<file path="config.mk">
export PLATFORM = sky130hd
export DESIGN_NAME = gemm_weight_reader
export DESIGN_NICKNAME = d
export VERILOG_FILES = /design/src/rtl/gemm_pkg.sv /design/src/rtl/gemm_word_fifo.sv /design/src/rtl/gemm_weight_reader.sv
export SDC_FILE = /design/constraint.sdc
export NUM_CORES = 1
export LEC_CHECK = 0
export ABC_AREA = 0
export BUFFER_PORTS_ARGS = -buffer_cell sky130_fd_sc_hd__buf_2
export CORE_ASPECT_RATIO = 0.75
export CORE_MARGIN = 2
export CORE_UTILIZATION = 46
export CTS_CLUSTER_DIAMETER = 30
export DETAILED_ROUTE_END_ITERATION = 16
export GPL_TIMING_DRIVEN = 0
export PLACE_DENSITY_LB_ADDON = 0.05
export SYNTH_ARGS = -nofsm -noshare
export SYNTH_HDL_FRONTEND = slang
export SYNTH_SLANG_ARGS = --single-unit
</file>
<file path="constraint.sdc">
create_clock -name clk -period 3.17 [get_ports clk]
set_clock_uncertainty 0.1 [all_clocks]
set_input_delay 0.317 -clock clk [delete_from_list [all_inputs] [get_ports clk]]
set_output_delay 0.317 -clock clk [all_outputs]
set_load 0.02 [all_outputs]
</file>
<file path="src/rtl/gemm_pkg.sv">
// gemm_pkg: shared widths, lanes per word and FSM state encoding for the GEMM weight reader
package gemm_pkg;
  localparam int ADDR_W = 7;
  localparam int DATA_W = 64;
  localparam int LANE_W = 16;
  localparam int LANES_PER_WORD = DATA_W / LANE_W;
  typedef enum logic [1:0] {S_IDLE, S_FETCH, S_DRAIN, S_DONE} state_e;
endpackage

</file>
<file path="src/rtl/gemm_word_fifo.sv">
// gemm_word_fifo: 2-entry word buffer (wr_en/wr_data push, rd_en pop, rd_data head word, count occupancy)
module gemm_word_fifo import gemm_pkg::*; #(
  parameter int DW = DATA_W
) (
  input  logic          clk,
  input  logic          rst,
  input  logic          wr_en,
  input  logic [DW-1:0] wr_data,
  input  logic          rd_en,
  output logic [DW-1:0] rd_data,
  output logic [1:0]    count
);
  logic [DW-1:0] mem_q [2];
  logic [DW-1:0] mem_d [2];
  logic wp_q, wp_d, rp_q, rp_d;
  logic [1:0] cnt_q, cnt_d;
  assign rd_data = mem_q[rp_q];
  assign count = cnt_q;
  always_comb begin
    mem_d = mem_q;
    if (wr_en) mem_d[wp_q] = wr_data;
    wp_d = wp_q ^ wr_en;
    rp_d = rp_q ^ rd_en;
    cnt_d = cnt_q + {1'b0, wr_en} - {1'b0, rd_en};
  end
  always_ff @(posedge clk) begin
    if (rst) begin
      mem_q <= '{default: '0};
      wp_q <= 1'b0;
      rp_q <= 1'b0;
      cnt_q <= 2'd0;
    end else begin
      mem_q <= mem_d;
      wp_q <= wp_d;
      rp_q <= rp_d;
      cnt_q <= cnt_d;
    end
  end
endmodule

</file>
<file path="src/rtl/gemm_weight_reader.sv">
// gemm_weight_reader: bursts num_words ROM words from base_addr (rom_addr/rom_data, 1-cycle latency) out as fp16 lanes on a valid/ready stream with out_last, busy and done
module gemm_weight_reader import gemm_pkg::*; #(
  parameter int ADDR_W = gemm_pkg::ADDR_W,
  parameter int DATA_W = gemm_pkg::DATA_W,
  parameter int LANE_W = gemm_pkg::LANE_W
) (
  input  logic              clk,
  input  logic              rst,
  input  logic              start,
  input  logic [ADDR_W-1:0] base_addr,
  input  logic [ADDR_W:0]   num_words,
  output logic [ADDR_W-1:0] rom_addr,
  input  logic [DATA_W-1:0] rom_data,
  output logic              out_valid,
  input  logic              out_ready,
  output logic [LANE_W-1:0] out_data,
  output logic              out_last,
  output logic              busy,
  output logic              done
);
  localparam int LPW = DATA_W / LANE_W;
  localparam int LW = $clog2(LPW);
  localparam int NW = ADDR_W + 1;
  state_e state_q, state_d;
  logic [ADDR_W-1:0] rom_addr_q, rom_addr_d;
  logic [NW-1:0] num_q, num_d, iss_q, iss_d, pop_cnt_q, pop_cnt_d;
  logic [LW-1:0] lane_q, lane_d;
  logic rd_q, rd_d, dv_q, busy_q, busy_d, done_q, done_d;
  logic [DATA_W-1:0] head;
  logic [1:0] cnt, inflight;
  logic hs, pop, issue, ok, accept, last_lane;
  gemm_word_fifo #(.DW(DATA_W)) u_fifo (
    .clk(clk), .rst(rst), .wr_en(dv_q), .wr_data(rom_data),
    .rd_en(pop), .rd_data(head), .count(cnt)
  );
  assign out_valid = cnt != 2'd0;
  assign last_lane = lane_q == LW'(LPW - 1);
  assign out_data = out_valid ? head[DATA_W-1-LANE_W*int'(lane_q) -: LANE_W] : '0;
  assign out_last = out_valid && last_lane && pop_cnt_q == num_q - 1'b1;
  assign hs = out_valid && out_ready;
  assign pop = hs && last_lane;
  assign ok = num_words != '0 && num_words <= NW'(2 ** ADDR_W);
  assign accept = state_q == S_IDLE && start && ok;
  assign inflight = {1'b0, rd_q} + {1'b0, dv_q};
  assign issue = state_q == S_FETCH && iss_q != num_q && inflight < 2'd2 - cnt;
  assign rom_addr = rom_addr_q;
  assign busy = busy_q;
  assign done = done_q;
  always_comb begin
    state_d = (state_q == S_IDLE && start) ? (ok ? S_FETCH : S_DONE) :
              (state_q == S_FETCH && iss_q == num_q) ? S_DRAIN :
              (state_q == S_DRAIN && hs && out_last) ? S_DONE :
              (state_q == S_DONE) ? S_IDLE : state_q;
    rom_addr_d = accept ? base_addr : issue ? rom_addr_q + 1'b1 : rom_addr_q;
    num_d = accept ? num_words : num_q;
    iss_d = accept ? NW'(1) : issue ? iss_q + 1'b1 : iss_q;
    rd_d = accept || issue;
    lane_d = accept ? '0 : hs ? lane_q + 1'b1 : lane_q;
    pop_cnt_d = accept ? '0 : pop ? pop_cnt_q + 1'b1 : pop_cnt_q;
    busy_d = state_d != S_IDLE;
    done_d = state_d == S_DONE;
  end
  always_ff @(posedge clk) begin
    if (rst) begin
      state_q <= S_IDLE;
      rom_addr_q <= '0;
      num_q <= '0;
      iss_q <= '0;
      pop_cnt_q <= '0;
      lane_q <= '0;
      rd_q <= 1'b0;
      dv_q <= 1'b0;
      busy_q <= 1'b0;
      done_q <= 1'b0;
    end else begin
      state_q <= state_d;
      rom_addr_q <= rom_addr_d;
      num_q <= num_d;
      iss_q <= iss_d;
      pop_cnt_q <= pop_cnt_d;
      lane_q <= lane_d;
      rd_q <= rd_d;
      dv_q <= rd_q;
      busy_q <= busy_d;
      done_q <= done_d;
    end
  end
endmodule
</file>
==> impl_metrics.yaml <==
final_layout:
  instances_no_fill: 1117
  n_antenna_cell: 0
  fin_nets: 984
  multi_input_area_mm2: 0.00411
  fillers: 1503
  drive_above_1_share_pct: 21.8
  ff_latch_area_mm2: 0.00342
  area_growth_pct: 18.4
hold_path:
  min_delay_path_depth: 3
  min_path_type: "in -> reg"
  hp-start: "rom_data[37]"
  hold_path_end: "u_fifo.mem_q[37]"
sta:
  fmax_ghz: 0.327
  tns_ns: 0
  hold_violations: 0
  whs_ns: 0.0304
  slew-limit-headroom_pct: 34.9
  finalSetupViolCount: 0
  maxSlewViolCount: 0
  rsz0062_at_grt: "no"
  tightest_slew_ns: 0.976
  finalCritPeriodShare_pct: 96.4
  fin_crit_ns: 3.05
global_route:
  grt_start_max_net_pins: 17
  antenna_found_initial: 0
  grt_first_pass_wirelength_um: 32300
  grt_pass1_vias: 5966
  grt_use_total_pct: 23.8
  overflow: 0
clock_network:
  cts.clk_slew.worst_paths_ns: 0.07
  cts_made_buffers: 17
  clkSinkCount: 171
  clock_tree.buffer_depth: 2
  htreeDepth: 4
  cts_tree: "done"
  clock-root-buffer: "clkbuf_16"
  post-cts-setup-buffer-count: 0
  clk_latency_ns: 0.43
  cts_hold_buffers: 0
setup_path:
  crit_path_top_delay_cell: "or4_4"
  worstSetupPathType: "reg -> out"
  worst_path_largest_cell_delay_ns: 0.48
  timing.rr.start: "u_fifo.count[0]"
  endpoint_kind: "output pin"
  cp-start-kind: "flop"
  ff2ff_setup_slack_ns: 0.49
  crit_family: "simple AND/OR/NAND/NOR gates"
  r2r_cells: 8
  cp.arrival_ns: 2.64
  crit_buf_inv: 2
  worstPathCellList: "inv_1, ha_1, or3b_1, or4_4, a211oi_2, o211a_1, buf_2"
  crit_required_ns: 2.75
  crit_fanout: 6
  r2r-end: "iss_q[1]"
detailed_routing:
  wl_per_cell_um: 18.8
  drtAntennaViolNets: 0
  drtIter0Drc: 337
  drc: 0
  first_pass_iters: 7
  vias_per_cell: 5.40
  num_vias: 6031
  wl_um: 21000
synth:
  netlist_instances: 762
  synth_area_mm2: 0.00780
  synth_top_family_by_area: "multiplexers"
  synthTopCellsByArea: "dfxtp_1, mux2i_1, mux4_2"
  muxShareOfSynthArea_pct: 28.7
  synth-simple-area-share_pct: 13.9
  synth.distinct_cells: 52
  synthAdderAreaFrac_pct: 1.92
  synth_top_area_share_pct: 43.9
  netlist_top_cells_count: "nor2_1, dfxtp_1, mux2i_1"
  synth-seq-cells: 171
  avgSynthCellArea_um2: 10.2
  synth_compound_area_share_pct: 4.44
  synth_edf_count: 0
  synth_ff_type: "dfxtp_1"
  synth_xor_xnor_area_share_pct: 3.59
  yosys_warnings: 0
  synth_most_common_cell: "nor2_1"
  async_flop_share_pct: 0
  yosysSeqAreaShare_pct: 43.9
  yosysTopAreaCell: "dfxtp_1"
  synth_fp_nets: 857
die:
  initial_core_util_pct: 46.7
  die_w_um: 154
  design.core.area_mm2: 0.0167
  die_area_mm2: 0.0180
  fp-row-count: 41
  io_pins: 110
  die_y_um: 117
pwr:
  p_sw_mw: 1.27
  leakagePower_nw: 3.42
  power.total_mw: 4.95
  power_frac_comb_pct: 10.3
  p_seq_share_pct: 45.6
  p_per_area_mw_per_mm2: 536
  internal-power_mw: 3.67
  switching_share_pct: 25.7
  ir_drop_mv: 0.335
  power_frac_clock_pct: 44.0
outcome:
  status: "finished clean"
placed_design:
  port_buffers: 108
  placed_cells: 1085
  hpwl_um: 15500
  globalplace.congestion: 0.827
job:
  max_cap_violations: 0
==> worst reg2reg max path: cells and delay by family, from the launching register on <==
family	cells	cell delay, ns
and+or+nand+nor	1	0.05
adders and majority gates	2	0.56
muxes	1	0.22
AOI/OAI and AO/OA	2	0.92
DFF	1	0.33
buffers and inverters	2	0.39
==> final cells by class <==
type / instances / area share (%)
plain buffers: 53 / 2.51
clock buffers: 17 / 4.61
clock inverters: 15 / 2.02
inverters: 15 / 0.610
multi-input cells: 523 / 44.4
flip-flops and latches: 171 / 37.1
well taps: 215 / 2.91
repair buffers: 108 / 5.85
==> flip-flops by register name, indices dropped and copies added, names as in the netlist <==
register	count
dv_q	1
num_q	8
u_fifo.rp_q	1
rd_q	1
done	1
busy	1
state_q	2
u_fifo.mem_q	128
pop_cnt_q	8
rom_addr	7
lane_q	2
u_fifo.count	2
u_fifo.wp_q	1
iss_q	8
==> metrics by stage <==
stage / worst slack (ns) / cell area (µm²) / utilization, %
2_1_floorplan: 0.811 / 7800 / -
3_3_place_gp: 0.285 / 8610 / 51.5
3_5_place_dp: 0.265 / 8610 / 51.5
4_1_cts: 0.118 / 9240 / 55.2
5_1_grt: 0.0220 / 9240 / 55.2
6_report: 0.115 / 9240 / 55.2
==> how the worst max path moves through the flow <==
stage	start	end	slack, ns	cells after the start
2_1_floorplan	u_fifo.count[0]	iss_q[1]	0.81	8
4_1_cts	num_q[0]	out_last	0.12	7
6_report	num_q[0]	out_last	0.12	7
3_3_place_gp	lane_q[0]	out_data[13]	0.29	7
5_1_grt	num_q[0]	out_last	0.02	7
3_5_place_dp	lane_q[0]	out_data[12]	0.27	7
==> repair_timing <==
action / 4_1_cts / 5_1_grt
endpoints found under the setup margin: 16 / 0
hold endpoints to repair: 0 / 0
gates resized for setup: 5 / 0
==> power by group through the flow <==
stage / Sequential [mW] / Clock [mW] / Combinational, mW
6_report: 2.26 / 2.18 / 0.512
5_1_grt: 2.26 / 2.31 / 0.555
4_1_cts: 2.26 / 2.22 / 0.509
3_5_place_dp: 2.30 / 0 / 0.504
3_3_place_gp: 2.30 / 0 / 0.492
2_1_floorplan: 2.30 / 0 / 0.317
==> metal layers <==
layer / global-route usage [%] / wire length, µm / vias to the layer above
li1: - / - / 2916
met1: 33.5 / 10200 / 2900
met2: 37.0 / 9230 / 188
met3: 5.08 / 1200 / 27
met4: 8.02 / 340 / 0
met5: 0 / 0 / -
==> cell usage in the layout, fill, tap and decap left out, types with 3 or more instances in the layout <==
cell and n:
a2111oi_0 5, a211oi_1 4, a21oi_1 13, a22oi_1 6
buf_1 7, buf_2 117, bufinv_16 3, clkbuf_1 32
clkbuf_16 17, clkinvlp_4 3, dfxtp_1 171, ha_1 12
inv_1 15, inv_6 5, mux2i_1 151, mux4_2 32
nand2_1 29, nand2b_1 5, nand3_1 7, nand3b_1 3
nand4_1 4, nor2_1 172, nor3_1 5, nor4_1 3
o22ai_1 5, or2_2 3, xnor2_1 15, xor2_1 17
==> cells by family (layout without fill, tap and decap cells) <==
logic type	after synthesis	count (layout)
buffers and inverters	68	208
AND/OR/NAND/NOR	247	247
AO/OA/AOI/OAI	48	48
multiplexers	184	184
XOR/XNOR	32	32
flip-flops	171	171
adder cells (fa/ha/maj)	12	12
Note: power is estimated with default switching activity, not from simulation.
